File: config.mk
export PLATFORM = sky130hd
export DESIGN_NAME = car_sync_tx_flat
export DESIGN_NICKNAME = d
export VERILOG_FILES = /design/src/rtl/car_link_pkg.sv /design/src/rtl/car_sync_tx_if.sv /design/src/rtl/uart_tx_byte.sv /design/src/rtl/car_sync_tx.sv /design/src/flat_wrapper.sv
export SDC_FILE = /design/constraint.sdc
export NUM_CORES = 1
export LEC_CHECK = 0
export BUFFER_PORTS_ARGS = -buffer_cell sky130_fd_sc_hd__clkbuf_2
export CORE_MARGIN = 2
export CORE_UTILIZATION = 60
export DETAILED_ROUTE_END_ITERATION = 10
export HOLD_SLACK_MARGIN = 0.05
export PLACE_DENSITY = 0.84
export SLEW_MARGIN = 5
export SYNTH_ARGS = -nofsm -noshare
export SYNTH_HDL_FRONTEND = slang
export SYNTH_HIERARCHICAL = 1
export SYNTH_SLANG_ARGS = --single-unit
File: constraint.sdc
create_clock -name clk -period 3.5 [get_ports clk]
set_clock_uncertainty 0.2 [all_clocks]
set_input_delay 0.175 -clock clk [delete_from_list [all_inputs] [get_ports clk]]
set_output_delay 0.175 -clock clk [all_outputs]
set_load 0.02 [all_outputs]
File: src/rtl/car_link_pkg.sv
// Shared definitions for the two-board car-state link (tx and rx sides).
// Frame: 9 bytes, sent 8N1 with byte 0 first.
//   b0     sync byte 0xA5
//   b1     {seq[4:0], state[2:0]}
//   b2..b6 {f_x, f_y, r_x, r_y}, 40 bits, MSB first
//   b7     {angle_idx, flag, finish, 1'b0}
//   b8     XOR of b1..b7
package car_link_pkg;

  localparam logic [7:0]  SYNC_BYTE   = 8'hA5;
  localparam int unsigned FRAME_BYTES = 9;

  typedef enum logic [2:0] {
    GS_IDLE      = 3'd0,
    GS_SETTING   = 3'd1,
    GS_SYNCING   = 3'd2,
    GS_COUNTDOWN = 3'd3,
    GS_RACING    = 3'd4,
    GS_PAUSE     = 3'd5,
    GS_FINISH    = 3'd6
  } game_state_t;

  // Byte offsets within a frame
  localparam logic [3:0] B_SYNC      = 4'd0;
  localparam logic [3:0] B_HDR       = 4'd1;
  localparam logic [3:0] B_POS_FIRST = 4'd2;
  localparam logic [3:0] B_POS_LAST  = 4'd6;
  localparam logic [3:0] B_AUX       = 4'd7;
  localparam logic [3:0] B_CSUM      = 4'(FRAME_BYTES - 1);

  typedef struct packed {
    logic [4:0] seq;
    logic [2:0] state;
    logic [9:0] f_x;
    logic [9:0] f_y;
    logic [9:0] r_x;
    logic [9:0] r_y;
    logic [3:0] angle_idx;
    logic [1:0] flag;
    logic       finish;
  } car_snap_t;

  // Bytes 0..7 (everything except the checksum)
  function automatic logic [7:0] payload_byte(car_snap_t s, logic [3:0] idx);
    logic [39:0] pos;
    logic [7:0]  b;
    pos = {s.f_x, s.f_y, s.r_x, s.r_y};
    b   = '0;
    case (idx)
      B_SYNC:      b = SYNC_BYTE;
      B_HDR:       b = {s.seq, s.state};
      B_POS_FIRST: b = pos[39:32];
      4'd3:        b = pos[31:24];
      4'd4:        b = pos[23:16];
      4'd5:        b = pos[15:8];
      B_POS_LAST:  b = pos[7:0];
      B_AUX:       b = {s.angle_idx, s.flag, s.finish, 1'b0};
      default:     b = '0;
    endcase
    return b;
  endfunction

  function automatic logic [7:0] frame_byte(car_snap_t s, logic [3:0] idx);
    logic [7:0] c;
    c = '0;
    if (idx == B_CSUM) begin
      for (int unsigned i = 32'(B_HDR); i <= 32'(B_AUX); i++) begin
        c ^= payload_byte(s, i[3:0]);
      end
    end else begin
      c = payload_byte(s, idx);
    end
    return c;
  endfunction

endpackage

File: src/rtl/car_sync_tx_if.sv
// Car-state link transmit bundle.
//   enable, state, my_f_x/my_f_y/my_r_x/my_r_y, angle_idx, flag, finish : snapshot sources
//   tx, busy, frame_done, seq, overrun_cnt                              : transmitter status
// master = physics/game side, slave = car_sync_tx.
interface car_sync_tx_if;
  logic       enable;
  logic [2:0] state;
  logic [9:0] my_f_x;
  logic [9:0] my_f_y;
  logic [9:0] my_r_x;
  logic [9:0] my_r_y;
  logic [3:0] angle_idx;
  logic [1:0] flag;
  logic       finish;
  logic       tx;
  logic       busy;
  logic       frame_done;
  logic [4:0] seq;
  logic [7:0] overrun_cnt;

  modport master (
    output enable, state, my_f_x, my_f_y, my_r_x, my_r_y, angle_idx, flag, finish,
    input  tx, busy, frame_done, seq, overrun_cnt
  );

  modport slave (
    input  enable, state, my_f_x, my_f_y, my_r_x, my_r_y, angle_idx, flag, finish,
    output tx, busy, frame_done, seq, overrun_cnt
  );
endinterface

File: src/rtl/uart_tx_byte.sv
// 8N1 byte serialiser: start bit, 8 data bits LSB first, stop bit,
// each BAUD_DIV clk cycles long.
//   clk, rst : clock, synchronous active-high reset
//   start    : load data and begin a byte (honoured only while ready)
//   data     : byte to send
//   tx       : serial line, idle high
//   ready    : idle, or in the final cycle of the stop bit; a start in that
//              cycle chains the next byte with no idle gap
module uart_tx_byte #(
  parameter int unsigned BAUD_DIV = 868
) (
  input  logic       clk,
  input  logic       rst,
  input  logic       start,
  input  logic [7:0] data,
  output logic       tx,
  output logic       ready
);

  localparam int unsigned   BW       = (BAUD_DIV > 1) ? $clog2(BAUD_DIV) : 1;
  localparam logic [BW-1:0] BIT_LAST = BW'(BAUD_DIV - 1);

  typedef enum logic [1:0] {U_IDLE, U_START, U_DATA, U_STOP} ustate_t;

  ustate_t       st, st_n;
  logic [BW-1:0] tmr, tmr_n;
  logic [2:0]    bit_idx, bit_idx_n;
  logic [7:0]    shreg, shreg_n;
  logic          bit_end;

  assign bit_end = (tmr == BIT_LAST);

  always_ff @(posedge clk) begin
    if (rst) begin
      st      <= U_IDLE;
      tmr     <= '0;
      bit_idx <= '0;
      shreg   <= '0;
    end else begin
      st      <= st_n;
      tmr     <= tmr_n;
      bit_idx <= bit_idx_n;
      shreg   <= shreg_n;
    end
  end

  always_comb begin
    st_n      = st;
    tmr_n     = tmr;
    bit_idx_n = bit_idx;
    shreg_n   = shreg;
    tx        = 1'b1;
    ready     = (st == U_IDLE) || ((st == U_STOP) && bit_end);

    if (st != U_IDLE) tmr_n = bit_end ? '0 : tmr + 1'b1;

    case (st)
      U_START: begin
        tx = 1'b0;
        if (bit_end) begin
          st_n      = U_DATA;
          bit_idx_n = '0;
        end
      end
      U_DATA: begin
        tx = shreg[0];
        if (bit_end) begin
          shreg_n = shreg >> 1;
          if (bit_idx == 3'd7) st_n = U_STOP;
          else                 bit_idx_n = bit_idx + 3'd1;
        end
      end
      U_STOP: begin
        tx = 1'b1;
        if (bit_end) st_n = U_IDLE;
      end
      default: ;
    endcase

    if (start && ready) begin
      st_n      = U_START;
      tmr_n     = '0;
      bit_idx_n = '0;
      shreg_n   = data;
    end
  end

endmodule

File: src/rtl/car_sync_tx.sv
// Transmit side of the two-board car-state link. At each frame tick the
// local car state is snapshotted and sent as one 9-byte checksummed frame.
//   clk, rst : clock, synchronous active-high reset
//   bus      : car_sync_tx_if.slave
//     enable                            permits new frames to start
//     state, my_*, angle_idx, flag, finish  snapshot sources
//     tx          serial line (8N1), idle high
//     busy        frame in flight
//     frame_done  one-cycle pulse after the last stop bit
//     seq         sequence number carried by the next frame
//     overrun_cnt saturating count of dropped frame ticks
module car_sync_tx
  import car_link_pkg::*;
#(
  parameter int unsigned CLK_FREQ = 100_000_000,
  parameter int unsigned BAUD     = 115200,
  parameter int unsigned FRAME_HZ = 120
) (
  input logic          clk,
  input logic          rst,
  car_sync_tx_if.slave bus
);

  localparam int unsigned   BAUD_DIV   = CLK_FREQ / BAUD;
  localparam int unsigned   FRAME_DIV  = CLK_FREQ / FRAME_HZ;
  localparam int unsigned   FW         = (FRAME_DIV > 1) ? $clog2(FRAME_DIV) : 1;
  localparam logic [FW-1:0] FRAME_LAST = FW'(FRAME_DIV - 1);

  typedef enum logic [1:0] {F_IDLE, F_SEND, F_DONE} fstate_t;

  fstate_t       fst, fst_n;
  logic [FW-1:0] frame_tmr, tmr_n;
  logic          pending, pending_n;
  logic [7:0]    overrun, overrun_n;
  logic [4:0]    seq, seq_n;
  logic [3:0]    byte_idx, byte_idx_n;
  car_snap_t     snap, snap_n;

  logic          tick;
  logic          start_frame;
  logic          frame_done;
  logic          uart_start;
  logic          uart_ready;
  logic [7:0]    uart_data;

  assign tick = bus.enable && (frame_tmr == FRAME_LAST);

  uart_tx_byte #(.BAUD_DIV(BAUD_DIV)) u_tx (
    .clk   (clk),
    .rst   (rst),
    .start (uart_start),
    .data  (uart_data),
    .tx    (bus.tx),
    .ready (uart_ready)
  );

  always_ff @(posedge clk) begin
    if (rst) begin
      fst       <= F_IDLE;
      frame_tmr <= '0;
      pending   <= 1'b0;
      overrun   <= '0;
      seq       <= '0;
      byte_idx  <= '0;
      snap      <= '0;
    end else begin
      fst       <= fst_n;
      frame_tmr <= tmr_n;
      pending   <= pending_n;
      overrun   <= overrun_n;
      seq       <= seq_n;
      byte_idx  <= byte_idx_n;
      snap      <= snap_n;
    end
  end

  always_comb begin
    fst_n      = fst;
    pending_n  = pending;
    overrun_n  = overrun;
    seq_n      = seq;
    byte_idx_n = byte_idx;
    snap_n     = snap;
    uart_start = 1'b0;
    uart_data  = SYNC_BYTE;
    frame_done = 1'b0;

    tmr_n = (!bus.enable || tick) ? '0 : frame_tmr + 1'b1;

    // seq has already advanced when leaving DONE, so a chained frame
    // snapshots the new number.
    start_frame = bus.enable &&
                  (((fst == F_IDLE) && (tick || pending)) ||
                   ((fst == F_DONE) && pending));

    // In IDLE any start absorbs the pending request; when DONE chains a
    // pending frame, a tick arriving in that same cycle becomes the new pending.
    if (!bus.enable) begin
      pending_n = 1'b0;
    end else if (fst == F_IDLE) begin
      pending_n = 1'b0;
    end else if (start_frame) begin
      pending_n = tick;
    end else if (tick) begin
      if (pending) overrun_n = (overrun == '1) ? overrun : overrun + 8'd1;
      else         pending_n = 1'b1;
    end

    case (fst)
      F_SEND: begin
        if (uart_ready) begin
          if (byte_idx < B_CSUM) begin
            uart_start = 1'b1;
            uart_data  = frame_byte(snap, byte_idx + 4'd1);
            byte_idx_n = byte_idx + 4'd1;
          end else begin
            fst_n = F_DONE;
            seq_n = seq + 5'd1;
          end
        end
      end
      F_DONE: begin
        frame_done = 1'b1;
        fst_n      = F_IDLE;
      end
      default: ;
    endcase

    // Sync byte is constant, so it can go out on the same edge as the snapshot.
    if (start_frame) begin
      fst_n      = F_SEND;
      byte_idx_n = '0;
      uart_start = 1'b1;
      uart_data  = SYNC_BYTE;
      snap_n     = '{seq:       seq,
                     state:     bus.state,
                     f_x:       bus.my_f_x,
                     f_y:       bus.my_f_y,
                     r_x:       bus.my_r_x,
                     r_y:       bus.my_r_y,
                     angle_idx: bus.angle_idx,
                     flag:      bus.flag,
                     finish:    bus.finish};
    end
  end

  assign bus.busy        = (fst == F_SEND);
  assign bus.frame_done  = frame_done;
  assign bus.seq         = seq;
  assign bus.overrun_cnt = overrun;

endmodule

File: src/flat_wrapper.sv
// flat-port wrapper written by rule: the top's interface ports become plain ports
module car_sync_tx_flat import car_link_pkg::*;
#(
  parameter int unsigned CLK_FREQ = 100_000_000,
  parameter int unsigned BAUD     = 115200,
  parameter int unsigned FRAME_HZ = 120
)
  (clk, rst, bus_enable, bus_state, bus_my_f_x, bus_my_f_y, bus_my_r_x, bus_my_r_y, bus_angle_idx, bus_flag, bus_finish, bus_tx, bus_busy, bus_frame_done, bus_seq, bus_overrun_cnt);
  car_sync_tx_if bus_i ();
  input logic clk;
  input logic rst;
  input wire logic [$bits(bus_i.enable)-1:0] bus_enable;
  input wire logic [$bits(bus_i.state)-1:0] bus_state;
  input wire logic [$bits(bus_i.my_f_x)-1:0] bus_my_f_x;
  input wire logic [$bits(bus_i.my_f_y)-1:0] bus_my_f_y;
  input wire logic [$bits(bus_i.my_r_x)-1:0] bus_my_r_x;
  input wire logic [$bits(bus_i.my_r_y)-1:0] bus_my_r_y;
  input wire logic [$bits(bus_i.angle_idx)-1:0] bus_angle_idx;
  input wire logic [$bits(bus_i.flag)-1:0] bus_flag;
  input wire logic [$bits(bus_i.finish)-1:0] bus_finish;
  output wire logic [$bits(bus_i.tx)-1:0] bus_tx;
  output wire logic [$bits(bus_i.busy)-1:0] bus_busy;
  output wire logic [$bits(bus_i.frame_done)-1:0] bus_frame_done;
  output wire logic [$bits(bus_i.seq)-1:0] bus_seq;
  output wire logic [$bits(bus_i.overrun_cnt)-1:0] bus_overrun_cnt;
  assign bus_i.enable = bus_enable;
  assign bus_i.state = bus_state;
  assign bus_i.my_f_x = bus_my_f_x;
  assign bus_i.my_f_y = bus_my_f_y;
  assign bus_i.my_r_x = bus_my_r_x;
  assign bus_i.my_r_y = bus_my_r_y;
  assign bus_i.angle_idx = bus_angle_idx;
  assign bus_i.flag = bus_flag;
  assign bus_i.finish = bus_finish;
  assign bus_tx = bus_i.tx;
  assign bus_busy = bus_i.busy;
  assign bus_frame_done = bus_i.frame_done;
  assign bus_seq = bus_i.seq;
  assign bus_overrun_cnt = bus_i.overrun_cnt;
  car_sync_tx #(.CLK_FREQ(CLK_FREQ), .BAUD(BAUD), .FRAME_HZ(FRAME_HZ)) u_core (.clk(clk), .rst(rst), .bus(bus_i));
endmodule
==> summary.txt <==
Floorplanning
  • Num ports: 69
  • Die H: 109 um
  • Core area: 10800 um2
  • Die X: 109 um
  • DIE AREA: between 10000 and 15000 um2
  • Row count: 38
  • Initial core utilization: a little over 60%

Timing
  • Final period utilization: 86.9%
  • Hold slack: 0.170 ns
  • Final min period: 3.04 ns
  • RSZ-0062 raised after global routing: no
  • Slew headroom: between 30% and 40%
  • Final Max Tran Viols: 0
  • Final setup viols: 0
  • Fmax: 329 MHz
  • Worst Tran Pin Value: 0.917 ns
  • Setup tns final: 0 ns
  • Final hold vios: 0

Route
  • Drt total wl: 18600 um
  • DRC Markers: 0
  • DR vias/cell: roughly 6.0
  • DR vias: about 6400
  • Pre-antenna DRT Iters: 6
  • Starting DRT DRC Count: 621
  • Final ANT Viol Nets: 0
  • Routed len/inst: between 15 and 20 um

Logic synthesis
  • Post-Syn Area per Cell: 8.20 um2
  • Post-Synthesis Cell Area: 6660 um2
  • Gate Count Post-Synth: 812
  • Seq/Total Area, Yosys: about 35%
  • Post-synth cell types: 74
  • Synth warn: 6
  • Number of flops mapped to enable cells by yosys: 0
  • Synth async-reset ratio: 0%
  • Post-synthesis sequential element count: 118
  • Top FF cell, synth: dfxtp_1
  • Post-synth net total: 886

Setup path
  • Crit Path Max Fanout: 9
  • Critical path, cell by cell: ha_1, and4bb_4, a41oi_4, inv_4, nand2_1, o21ai_0, inv_1, o31ai_1, a21oi_1
  • Crit path required time: 3.71 ns
  • Crit path kind: register to register
  • Worst path bufs/invs: 2
  • Critical Path Start Type: register
  • Slowest CP cell: o21ai_0
  • Crit path largest cell delay: 0.59 ns
  • Critical Path AT: roughly 3.3 ns
  • CP top delay family: compound AO/OA/AOI/OAI gates
  • Worst Setup End Kind: register

Finish
  • Share of layout cells above drive strength 1: 14.0%
  • Layout Nets: 991
  • Area grow syn2layout: 22.0%
  • Ant diodes: 0
  • # fillers: 813
  • Post-route cell area: 8120 um2

Flow run
  • Max cap viols: 0

Clocking
  • CTS tree: yes
  • Root Buffer Master: clkbuf_8
  • Clock Path Buffers: 2
  • Clock Sinks: 118
  • CTS H-tree depth: 4
  • Setup Fix Bufs, Post-CTS: 0
  • Cts bufs inserted: 17
  • Reg clk slew, reported paths: 0.06 ns
  • Post_cts resized: 0
  • Skew-Pair Late Insertion Delay: ~0.54 ns
  • # hold bufs at CTS: 51

Placement
  • Gpl congestion: 0.931
  • Dpl cell area: between 7000 and 8000 um2
  • Input/output buffers: 68
  • Dpl hpwl: 12100 um

Power
  • Pwr per Cell Area: 404 nW/um2
  • Worst IR Drop VDD: 0.304 mV
  • Switching part of the total: 23.0%
  • Pint: 0.00253 W
  • Seq pwr share: 41.6%
  • Leak pwr: 2.95 nW
  • Clk pwr share: 50.9%
  • Gate power share: between 7 and 8%
  • NetSw: 0.000755 W

Global route
  • Grt total ovfl: 0
  • First-pass GRT wire length: about 30000 um
  • Initial antenna violation count: 0
  • GRT Util Overall: about a third
  • Largest net degree at the start of global routing: 47
  • Number of global-route vias before repair: 6025

Outcome
  • Status: completed

Worst hold path
  • Min-delay worst type: input pin to register
[cell usage after synthesis (all sizes together), types with 9 or more instances]
cell type	number	area [um2]
mux2i	12	120
a21oi	76	392
ha	21	263
dfxtp	118	2360
nand3	21	105
o31ai	9	67.6
nand2	154	578
nor2	64	240
xnor2	55	482
nor3	20	105
xor2	22	193
clkbuf	29	109
buf	17	120
o21ai	13	65.1
nand4	11	68.8
inv	24	92.6
a31oi	11	68.8
[registers in the layout, indices dropped and copies added, names as in the netlist]
| signal | count |
|---|---|
| u_core/frame_tmr | 20 |
| u_core/snap | 55 |
| u_core/u_tx/tmr | 10 |
| u_core/bus.seq | 5 |
| u_core/u_tx/shreg | 8 |
| u_core/fst | 2 |
| u_core/u_tx/bit_idx | 3 |
| u_core/u_tx/st | 2 |
| u_core/bus.overrun_cnt | 8 |
| u_core/pending | 1 |
| u_core/byte_idx | 4 |
[layer usage]
metal | wire (um) | global-route usage [%]
met5 | 0 | 0
met4 | 699 | 13.9
met3 | 1160 | 6.58
met2 | 8990 | 54.0
met1 | 7750 | 38.7
[area by class of cell]
type / instances / area (um2) / share of cell area, %
inverter: 26 / 100 / 1.23
tap: 140 / 175 / 2.16
sequential: 118 / 2360 / 29.1
clock buffer: 23 / 467 / 5.74
timing repair buffer: 132 / 948 / 11.7
multi-input combinational: 622 / 3970 / 48.9
clock inverter: 9 / 100 / 1.23
[final timing paths]
check / to / from / slack [ns] / depth (start not counted)
worst max register to register: u_core/u_tx/shreg[2]$_SDFFE_PP0P_ / u_core/u_tx/tmr[0]$_SDFFE_PP0P_ / 0.46 / 9
worst max-delay path: u_core/u_tx/shreg[2]$_SDFFE_PP0P_ / u_core/u_tx/tmr[0]$_SDFFE_PP0P_ / 0.46 / 9
worst min register to register: u_core/frame_tmr[0]$_SDFF_PP0_ / u_core/frame_tmr[0]$_SDFF_PP0_ / 0.27 / 1
worst min-delay path: u_core/snap[7]$_SDFFE_PP0P_ / rst / 0.17 / 2
[cell families (layout without fill, tap and decap cells)]
kind of cell	count (synthesis)	in the layout	share of synthesized area (%)
buffers and inverters	72	190	4.94
muxes	16	16	2.48
DFF	118	118	35.5
adders and majority gates	21	21	3.94
and+or+nand+nor	325	325	23.5
xor gates and xnor gates	80	80	11.1
AOI/OAI and AO/OA	180	180	18.6
[stage by stage]
stage               total power, W  setup slack, ns  std cells  util (%)
floorplan                  0.00152            0.885        812         -
global placement           0.00158            0.609        987      65.0
detailed placement         0.00159            0.569        987      65.0
CTS                        0.00328            0.518       1070      74.9
global route               0.00338            0.284       1070      74.9
finish                     0.00329            0.459       1070      74.9
[worst register-to-register path, delay by kind of cell, from the launching register on]
kind	cells	cell delay, ns
buffers and inverters	2	0.46
and+or+nand+nor	2	0.36
AOI/OAI and AO/OA	4	1.27
DFF	1	0.40
adders and majority gates	1	0.22
[cell usage in the layout (no fill, tap or decap), types with 12 or more instances in the layout]
cell / count
a21oi_1: 75
buf_4: 13
clkbuf_16: 16
clkbuf_2: 68
dfxtp_1: 118
dlygate4sd3_1: 51
ha_1: 21
inv_1: 23
mux2i_1: 12
nand2_1: 154
nand3_1: 21
nor2_1: 64
nor3_1: 19
o21ai_0: 12
xnor2_1: 55
xor2_1: 22
[power by group through the flow]
stage	clock network, W	logic [W]	registers, W
after floorplan	0	0.000126	0.00139
after global placement	0	0.000182	0.00139
after detailed placement	0	0.000192	0.00139
after CTS	0.00167	0.000240	0.00137
after global routing	0.00175	0.000266	0.00137
final	0.00167	0.000247	0.00137
(Power assumes the default switching activity.)
